$ cat config.mk
export PLATFORM = sky130hd
export DESIGN_NAME = robs_divider
export DESIGN_NICKNAME = d
export VERILOG_FILES = /design/src/rtl/robs_divider.sv
export SDC_FILE = /design/constraint.sdc
export NUM_CORES = 1
export LEC_CHECK = 0
export ABC_AREA = 1
export CAP_MARGIN = 20
export CORE_UTILIZATION = 50
export CTS_BUF_LIST = sky130_fd_sc_hd__clkbuf_16
export CTS_CLUSTER_SIZE = 8
export DETAILED_ROUTE_END_ITERATION = 16
export DONT_BUFFER_PORTS = 1
export PLACE_DENSITY = 0.77
export SLEW_MARGIN = 20
export SYNTH_ARGS = -nofsm -noshare
export SYNTH_HDL_FRONTEND = slang
export SYNTH_SLANG_ARGS = --single-unit
$ cat constraint.sdc
create_clock -name clk -period 2.64 [get_ports clk]
set_clock_uncertainty 0.05 [all_clocks]
set_input_delay 0.528 -clock clk [delete_from_list [all_inputs] [get_ports clk]]
set_output_delay 0.528 -clock clk [all_outputs]
set_load 0.02 [all_outputs]
$ cat src/rtl/robs_divider.sv
// Signed iterative restoring divider (truncating), companion to the Robertson's multiplier.
// One quotient bit per cycle; start/busy/done handshake with registered results and flags.
module robs_divider #(
    parameter int WIDTH = 8
) (
    input  logic             clk,
    input  logic             reset,
    input  logic             start,
    input  logic [WIDTH-1:0] dividend,
    input  logic [WIDTH-1:0] divisor,
    output logic [WIDTH-1:0] quotient,
    output logic [WIDTH-1:0] remainder,
    output logic             busy,
    output logic             done,
    output logic             div_by_zero,
    output logic             overflow
);

    localparam int CW = (WIDTH > 2) ? $clog2(WIDTH) : 1;
    localparam logic [WIDTH-1:0] MIN_VAL = {1'b1, {(WIDTH-1){1'b0}}};

    typedef enum logic [1:0] {S_IDLE, S_ITER, S_FIX, S_DONE} state_t;

    state_t          r_state;
    logic [WIDTH-1:0] r_a;
    logic [WIDTH-1:0] r_d;
    // Partial remainder never exceeds D-1 <= 2^(WIDTH-1), so WIDTH bits hold it.
    logic [WIDTH-1:0] r_p;
    logic [CW-1:0]    r_count;
    logic             r_sign_q;
    logic             r_sign_r;
    logic             r_ovf;

    logic [WIDTH:0]   w_t;
    logic [WIDTH:0]   w_diff;
    logic             w_ge;
    logic [WIDTH-1:0] w_abs_dvd;
    logic [WIDTH-1:0] w_abs_dvs;
    logic [WIDTH-1:0] w_q;
    logic [WIDTH-1:0] w_r;

    always_comb begin
        w_t       = {r_p, r_a[WIDTH-1]};
        w_diff    = w_t - {1'b0, r_d};
        w_ge      = (w_t >= {1'b0, r_d});
        w_abs_dvd = dividend[WIDTH-1] ? -dividend : dividend;
        w_abs_dvs = divisor[WIDTH-1]  ? -divisor  : divisor;
        w_q       = r_sign_q ? -r_a : r_a;
        w_r       = r_sign_r ? -r_p : r_p;
    end

    // NOTE: every register here, datapath included, clears on the async reset so an
    // aborted operation leaves no stale operand behind.
    always_ff @(posedge clk or negedge reset) begin
        if (!reset) begin
            r_state     <= S_IDLE;
            r_a         <= '0;
            r_d         <= '0;
            r_p         <= '0;
            r_count     <= '0;
            r_sign_q    <= 1'b0;
            r_sign_r    <= 1'b0;
            r_ovf       <= 1'b0;
            quotient    <= '0;
            remainder   <= '0;
            busy        <= 1'b0;
            done        <= 1'b0;
            div_by_zero <= 1'b0;
            overflow    <= 1'b0;
        end else begin
            case (r_state)
                S_IDLE, S_DONE: begin
                    done <= 1'b0;
                    if (start) begin
                        if (divisor == '0) begin
                            quotient    <= '1;
                            remainder   <= dividend;
                            div_by_zero <= 1'b1;
                            overflow    <= 1'b0;
                            done        <= 1'b1;
                            r_state     <= S_DONE;
                        end else begin
                            r_sign_q <= dividend[WIDTH-1] ^ divisor[WIDTH-1];
                            r_sign_r <= dividend[WIDTH-1];
                            r_a      <= w_abs_dvd;
                            r_d      <= w_abs_dvs;
                            r_p      <= '0;
                            r_count  <= CW'(WIDTH - 1);
                            r_ovf    <= (dividend == MIN_VAL) && (divisor == '1);
                            busy     <= 1'b1;
                            r_state  <= S_ITER;
                        end
                    end else begin
                        r_state <= S_IDLE;
                    end
                end
                S_ITER: begin
                    r_p <= w_ge ? w_diff[WIDTH-1:0] : w_t[WIDTH-1:0];
                    r_a <= {r_a[WIDTH-2:0], w_ge};
                    if (r_count == '0) begin
                        r_state <= S_FIX;
                    end else begin
                        r_count <= r_count - 1'b1;
                    end
                end
                S_FIX: begin
                    // MIN/-1 needs no special path: |MIN| with a positive sign wraps back to MIN.
                    quotient    <= w_q;
                    remainder   <= w_r;
                    overflow    <= r_ovf;
                    div_by_zero <= 1'b0;
                    busy        <= 1'b0;
                    done        <= 1'b1;
                    r_state     <= S_DONE;
                end
                default: r_state <= S_IDLE;
            endcase
        end
    end

endmodule

==> impl_metrics.prom, run 1 <==
# TYPE chip_impl_metric gauge
chip_impl_metric{name="multiInputGateArea",unit="sq um"} 1840
chip_impl_metric{name="area.sequential",unit="sq um"} 1300
chip_impl_metric{name="distinct_cell_type_count_after_synthesis",unit=""} 29
chip_impl_metric{name="die_h",unit="microns"} 85.3
chip_impl_metric{name="via_count",unit=""} 3036
chip_impl_metric{name="critical-path-max-stage-delay",unit="ns"} 0.49
chip_impl_info{name="timing.critical_path.slowest_stage_cell",value="ha_1"} 1
chip_impl_metric{name="path_max_fanout",unit=""} 13
chip_impl_metric{name="critical_path_required",unit="ns"} 2.83
chip_impl_info{name="path_class",value="reg2reg"} 1
chip_impl_metric{name="worst_slew_pin_slew",unit="ns"} 0.524
chip_impl_metric{name="final_antenna_net_count",unit=""} 0
chip_impl_metric{name="power_density",unit="nW/um^2"} 1470
chip_impl_metric{name="boundaryPins",unit=""} 39
chip_impl_metric{name="summed_negative_setup_slack_over_all_endpoints",unit="ns"} 0
chip_impl_metric{name="drt-initial-drc-count",unit=""} 213
chip_impl_metric{name="grt_start_max_net_pins",unit=""} 53
chip_impl_info{name="rsz0062_at_grt",value="false"} 1
chip_impl_metric{name="via_per_inst",unit=""} 5.42
chip_impl_metric{name="nFillCells",unit=""} 648
chip_impl_metric{name="postRouteWirelength",unit="microns"} 8040
chip_impl_metric{name="timing.hold.ws",unit="ns"} 0.0333
chip_impl_metric{name="fin_total_pwr",unit="mW"} 5.45
chip_impl_metric{name="grt_pass1_wl",unit="microns"} 13500
chip_impl_metric{name="drive_gt1_share",unit="%"} 6.46
chip_impl_metric{name="syn_inst",unit=""} 478
chip_impl_metric{name="count_of_yosys_warnings_during_synthesis",unit=""} 0
chip_impl_metric{name="area_of_the_mapped_netlist",unit="sq um"} 3470
chip_impl_metric{name="global_route.usage.total",unit="%"} 23.7
chip_impl_metric{name="synth.ff_latch_count",unit=""} 52
chip_impl_info{name="setup.worst_path.end_class",value="register"} 1
chip_impl_info{name="yosys_most_used_dff",value="dfrtp_1"} 1
chip_impl_info{name="holdCritPathClass",value="in2async"} 1
chip_impl_metric{name="synthesis.area_per_instance",unit="sq um"} 7.27
chip_impl_metric{name="first_global_vias",unit=""} 2909
chip_impl_metric{name="worstPathArrival",unit="ns"} 2.42
chip_impl_metric{name="cts.sink_count",unit=""} 52
chip_impl_metric{name="grt.overflow.total",unit=""} 0
chip_impl_metric{name="place.port_buffers",unit=""} 0
chip_impl_metric{name="initial_utilization",unit="%"} 51.4
chip_impl_metric{name="post-synth-top-area-fraction",unit="%"} 37.5
chip_impl_metric{name="finish.cell_count_without_fillers",unit=""} 560
chip_impl_info{name="cp_top_family",value="buffers and inverters"} 1
chip_impl_metric{name="total_leakage_power",unit="nW"} 1.97
chip_impl_metric{name="critPathBufInv",unit=""} 3
chip_impl_metric{name="final.period_utilization",unit="%"} 84.6
chip_impl_metric{name="wl_per_cell",unit="microns"} 14.4
chip_impl_metric{name="post-route-drc-count",unit=""} 0
chip_impl_metric{name="cap_violations",unit=""} 0
chip_impl_metric{name="path_clk_slew",unit="ns"} 0.07
chip_impl_info{name="critPathLaunchType",value="register"} 1
chip_impl_metric{name="max_freq",unit="MHz"} 448
chip_impl_metric{name="grt_antenna_before_repair",unit=""} 0
chip_impl_metric{name="gpl.final_weighted_congestion",unit=""} 0.858
chip_impl_metric{name="die-width",unit="microns"} 85.3
chip_impl_metric{name="maxSlewHeadroom",unit="%"} 65.0
chip_impl_info{name="post-synth-top-area-cell",value="dfrtp_1"} 1
chip_impl_info{name="yosysMostFrequentCell",value="nand2_1"} 1
chip_impl_metric{name="layout.nets",unit=""} 517
chip_impl_info{name="critical_path.most_common_cell",value="inv_1"} 1
chip_impl_metric{name="number_of_flops_mapped_to_enable_cells_by_yosys",unit=""} 0
chip_impl_metric{name="row_count",unit=""} 30
chip_impl_metric{name="antenna-diode-count",unit=""} 0
chip_impl_metric{name="place.detailed.hpwl",unit="microns"} 6100
chip_impl_metric{name="numCtsBuffers",unit=""} 5
chip_impl_info{name="run_status",value="complete, no violations"} 1
chip_impl_info{name="synth_area_leaders",value="dfrtp_1, nand2_1, inv_1"} 1
chip_impl_metric{name="drtPass1Iterations",unit=""} 4
chip_impl_info{name="synth_common_cells",value="nand2_1, inv_1, dfrtp_1"} 1
chip_impl_metric{name="clk-insertion-delay-late",unit="ns"} 0.29
chip_impl_metric{name="slew_viol_final",unit=""} 0
chip_impl_metric{name="area_growth_syn_to_fin",unit="%"} 7.02
chip_impl_metric{name="timing.final.setup_violations",unit=""} 0
chip_impl_metric{name="ctsHtreeMaxLevel",unit=""} 2
chip_impl_metric{name="cts_setup_buffers",unit=""} 0
chip_impl_metric{name="vdd.ir_drop.worst",unit="uV"} 870
chip_impl_metric{name="finalHoldViolations",unit=""} 0
chip_impl_metric{name="postSynthNetCount",unit=""} 516
chip_impl_info{name="timing.critical_path.cells",value="inv_1 -> ha_1 -> inv_1 -> a21oi_2 -> nand2_2 -> inv_2 -> o21ai_0 -> nand2_1"} 1
chip_impl_info{name="ctsRootBufferMaster",value="clkbuf_16"} 1
chip_impl_metric{name="synth_seq_area_share",unit="%"} 37.5
chip_impl_metric{name="min_period",unit="ns"} 2.23
chip_impl_metric{name="dieArea",unit="sq um"} 7280
chip_impl_metric{name="synth-async-reset-ratio",unit="%"} 100
chip_impl_metric{name="place.detailed.instances",unit=""} 551
chip_impl_metric{name="clock_path_buffers",unit=""} 2
chip_impl_metric{name="core_area",unit="sq um"} 6760
chip_impl_info{name="tritoncts",value="built"} 1
chip_impl_metric{name="final_core_utilization",unit="%"} 55.0
sequential cells by signal, indices dropped and copies added (netlist names), 2 cells and up:
name	cells
quotient	8
r_a	8
r_count	3
r_d	8
r_p	8
r_state	2
remainder	8
kinds of logic (layout without fill, tap and decap cells):
| group | after synthesis | count (layout) | synth area share, % |
|---|---|---|---|
| AND/OR/NAND/NOR | 248 | 248 | 31.4 |
| buffers and inverters | 81 | 83 | 9.44 |
| AO/OA/AOI/OAI | 59 | 59 | 9.80 |
| flip-flops | 52 | 52 | 37.5 |
| adder cells (fa/ha/maj) | 19 | 19 | 7.06 |
| XOR/XNOR | 19 | 19 | 4.79 |
placed cells by master, fill, tap and decap left out:
master / instances
o211ai_1: 9
xor2_1: 18
fa_1: 1
nor2_1: 40
nor2_2: 3
nor3_1: 4
ha_1: 18
nor2_8: 1
a21oi_1: 13
a21oi_4: 1
o21ai_0: 33
nand3_2: 7
xnor2_1: 1
inv_2: 4
o21ai_2: 1
clkinv_1: 2
nand2_2: 3
bufinv_16: 1
nand4_1: 5
buf_4: 1
nor4_1: 1
nand2_1: 142
nand3_1: 38
a21oi_2: 2
inv_1: 69
clkbuf_16: 5
buf_16: 1
nand2_4: 1
nand3b_1: 3
dfrtp_1: 52
report_power, final:
part | internal [mW] | switching (mW) | total, mW
sequential | 1.16 | 0.440 | 1.60
clock | 0.441 | 0.288 | 0.729
combinational | 1.03 | 2.09 | 3.12
final cells by class:
cell class,count,share of cell area [%]
sequential,52,35.0
multi-input combinational,345,49.6
clock buffer,5,3.37
timing repair buffer,2,0.942
clock inverter,3,1.01
tap,80,2.69
inverter,73,7.37
stage by stage:
| step | setup slack [ns] | instance area, sq um |
|---|---|---|
| finish | 0.406 | 3720 |
| detailed placement | 0.466 | 3530 |
| global placement | 0.568 | 3530 |
| CTS | 0.445 | 3720 |
| global route | 0.192 | 3720 |
| floorplan | 0.894 | 3470 |
path summary, 6_finish.rpt:
kind	slack [ns]	cells past startpoint	startpoint	to
worst max-delay path	0.41	8	r_state[0]	quotient[6]
worst min-delay path	0.03	1	reset	quotient[3]
worst max register to register	0.41	8	r_state[0]	quotient[6]
worst min register to register	0.44	2	r_d[5]	r_d[5]
max in group asynchronous	2.27	1	reset	r_p[3]
min in group clk	0.33	2	dividend[6]	remainder[6]
metal layers:
metal	up-vias	track usage, %	wire (microns)
li1	1527	-	-
met1	1390	33.2	3760
met2	102	37.0	3600
met3	17	4.47	502
met4	0	8.03	188
met5	-	0	0
what timing repair did:
item                                   4_1_cts  5_1_grt
endpoints found under the hold margin       52        0
hold buffers                                 1        0
resized for setup                            0        0
Power figures use the tool's default switching activity.
==> run 2, diff against run 1 <==
PLACE_DENSITY = 0.8   (was 0.77)
clock period = 1.89 ns   (was 2.64 ns; I/O delays follow)
==> impl_metrics.prom, run 2 (synthesis gave the netlist of run 1 again) <==
# TYPE chip_impl_metric gauge
chip_impl_metric{name="boundaryPins",unit=""} 39
chip_impl_metric{name="worstPathArrival",unit="ns"} 1.97
chip_impl_metric{name="antenna-diode-count",unit=""} 0
chip_impl_metric{name="final_core_utilization",unit="%"} 57.9
chip_impl_metric{name="first_global_vias",unit=""} 2930
chip_impl_metric{name="initial_utilization",unit="%"} 51.4
chip_impl_metric{name="post-route-cell-area",unit="sq um"} 3910
chip_impl_metric{name="grt_pass1_wl",unit="microns"} 13400
chip_impl_metric{name="drt-initial-drc-count",unit=""} 275
chip_impl_metric{name="final.period_utilization",unit="%"} 96.7
chip_impl_metric{name="place.detailed.instances",unit=""} 565
chip_impl_metric{name="dieArea",unit="sq um"} 7280
chip_impl_info{name="setup.worst_path.end_class",value="register"} 1
chip_impl_info{name="timing.critical_path.slowest_stage_cell",value="dfrtp_1"} 1
chip_impl_metric{name="row_count",unit=""} 30
chip_impl_metric{name="via_count",unit=""} 3160
chip_impl_info{name="mostFrequentLayoutCells",value="nand2_1, inv_1, dfrtp_1, nor2_1, nand3_1"} 1
chip_impl_metric{name="place.port_buffers",unit=""} 0
chip_impl_info{name="failing_checks",value="design-rule violations"} 1
chip_impl_info{name="layout.cells.most_common",value="nand2_1"} 1
chip_impl_metric{name="grt_start_max_net_pins",unit=""} 53
chip_impl_metric{name="numCtsBuffers",unit=""} 5
chip_impl_metric{name="postRouteWirelength",unit="microns"} 8490
chip_impl_metric{name="die_h",unit="microns"} 85.3
chip_impl_metric{name="finish.cell_count_without_fillers",unit=""} 580
chip_impl_metric{name="cts.sink_count",unit=""} 52
chip_impl_metric{name="max_freq",unit="MHz"} 547
chip_impl_metric{name="seqPwrFrac",unit="%"} 27.2
chip_impl_metric{name="critical_path_required",unit="ns"} 2.03
chip_impl_metric{name="finalHoldViolations",unit=""} 0
chip_impl_metric{name="place.detailed.hpwl",unit="microns"} 6410
chip_impl_metric{name="post-route-drc-count",unit=""} 1
chip_impl_metric{name="grt_antenna_before_repair",unit=""} 0
chip_impl_metric{name="net-switching-power",unit="mW"} 4.17
chip_impl_info{name="path_class",value="reg2reg"} 1
chip_impl_info{name="tritoncts",value="built"} 1
chip_impl_metric{name="vdd.ir_drop.worst",unit="uV"} 1290
chip_impl_metric{name="final_antenna_net_count",unit=""} 0
chip_impl_metric{name="power.share.clock",unit="%"} 11.3
chip_impl_metric{name="area_growth_syn_to_fin",unit="%"} 12.6
chip_impl_metric{name="total_leakage_power",unit="nW"} 2.05
chip_impl_metric{name="summed_negative_setup_slack_over_all_endpoints",unit="ns"} 0
chip_impl_metric{name="power.share.combinational",unit="%"} 61.5
chip_impl_metric{name="slew_viol_final",unit=""} 0
chip_impl_metric{name="clk-insertion-delay-late",unit="ns"} 0.30
chip_impl_info{name="ctsRootBufferMaster",value="clkbuf_16"} 1
chip_impl_metric{name="drive_gt1_share",unit="%"} 11.8
chip_impl_metric{name="placedInstanceArea",unit="sq um"} 3630
chip_impl_metric{name="path_max_fanout",unit=""} 3
chip_impl_metric{name="grt.overflow.total",unit=""} 0
chip_impl_info{name="cp_top_family",value="adder cells"} 1
chip_impl_metric{name="power_density",unit="nW/um^2"} 2080
chip_impl_metric{name="wl_per_cell",unit="microns"} 14.6
chip_impl_metric{name="drtPass1Iterations",unit=""} 10
chip_impl_metric{name="global_route.usage.total",unit="%"} 23.5
chip_impl_metric{name="cap_violations",unit=""} 0
chip_impl_metric{name="path_clk_slew",unit="ns"} 0.07
chip_impl_info{name="rsz0062_at_grt",value="true"} 1
chip_impl_metric{name="critPathBufInv",unit=""} 2
chip_impl_info{name="timing.critical_path.cells",value="inv_1 -> ha_1 -> inv_1 -> fa_2 -> a21oi_1 -> xor2_1 -> nand2_1 -> nand3_2 -> nand2_1"} 1
chip_impl_metric{name="worst_slew_pin_slew",unit="ns"} 0.345
chip_impl_metric{name="critical-path-max-stage-delay",unit="ns"} 0.39
chip_impl_info{name="run_status",value="complete, but fails checks"} 1
chip_impl_metric{name="fin_total_pwr",unit="mW"} 8.14
chip_impl_metric{name="die-width",unit="microns"} 85.3
chip_impl_metric{name="gpl.final_weighted_congestion",unit=""} 0.909
chip_impl_metric{name="clock_path_buffers",unit=""} 2
chip_impl_metric{name="core_area",unit="sq um"} 6760
chip_impl_info{name="holdCritPathClass",value="in2reg"} 1
chip_impl_metric{name="layout.nets",unit=""} 537
chip_impl_metric{name="ctsHtreeMaxLevel",unit=""} 2
chip_impl_metric{name="power.internal",unit="mW"} 3.97
chip_impl_info{name="critPathLaunchType",value="register"} 1
chip_impl_metric{name="sw_ratio",unit="%"} 51.2
chip_impl_metric{name="maxSlewHeadroom",unit="%"} 76.7
chip_impl_metric{name="via_per_inst",unit=""} 5.45
chip_impl_metric{name="min_period",unit="ns"} 1.83
chip_impl_metric{name="timing.final.setup_violations",unit=""} 0
[run 2: cell types whose count changed in the layout (fill, tap and decap cells not counted), moves of 2 or more]
cell,delta
ha_4,+3
buf_4,+19
clkinv_1,-2
ha_1,-3
clkinvlp_4,+2
[run 2: cell type report]
| class | instances | area [sq um] |
|---|---|---|
| well taps | 80 | 100 |
| clock buffers | 5 | 125 |
| clock inverters | 3 | 23.8 |
| flip-flops and latches | 52 | 1300 |
| multi-input cells | 345 | 1900 |
| repair buffers | 22 | 188 |
| fillers | 588 | 2850 |
| inverters | 73 | 277 |
[run 2: power groups by stage]
stage          Clock [mW]  Sequential, mW  Combinational, mW
2_1_floorplan           0            2.09               3.59
5_1_grt             0.967            2.28               5.64
3_3_place_gp            0            2.22               4.43
3_5_place_dp            0            2.23               4.61
6_report            0.917            2.22               5.01
4_1_cts             0.933            2.21               4.82
[run 2: metal layers]
layer	vias to the layer above	GRT usage, %	share of wire, %
li1	1554	-	-
met1	1469	32.0	45
met2	121	37.0	46
met3	16	4.67	7.2
met4	0	9.09	2.4
met5	-	0	0
[run 2: final timing paths]
path | from | to | slack, ns | cells past startpoint
max in group asynchronous | reset | r_p[1] | 1.02 | 2
setup / recovery | r_a[7] | r_p[4] | 0.06 | 9
min in group asynchronous | reset | quotient[4] | 0.55 | 2
hold / removal | dividend[3] | remainder[3] | 0.18 | 2
setup reg to reg | r_a[7] | r_p[4] | 0.06 | 9
hold reg to reg | r_d[5] | r_d[5] | 0.44 | 2
[run 2: stage by stage]
stage / worst slack, ns / hold WS, ns
floorplan: 0.144 / 0.0324
global placement: 0.0625 / 0.0333
detailed placement: -0.0588 / 0.0331
CTS: 0.0200 / 0.174
global route: -0.0257 / 0.178
finish: 0.0619 / 0.176
[run 2: timing repair]
| item | 4_1_cts | 5_1_grt |
|---|---|---|
| endpoints found under the setup margin | 19 | 25 |
| hold endpoints to repair | 52 | 0 |
| setup buffers | 4 | 1 |
| gates cloned | 0 | 0 |
| hold buffers | 2 | 0 |
| pin swaps | 1 | 0 |
| resized for setup | 3 | 6 |
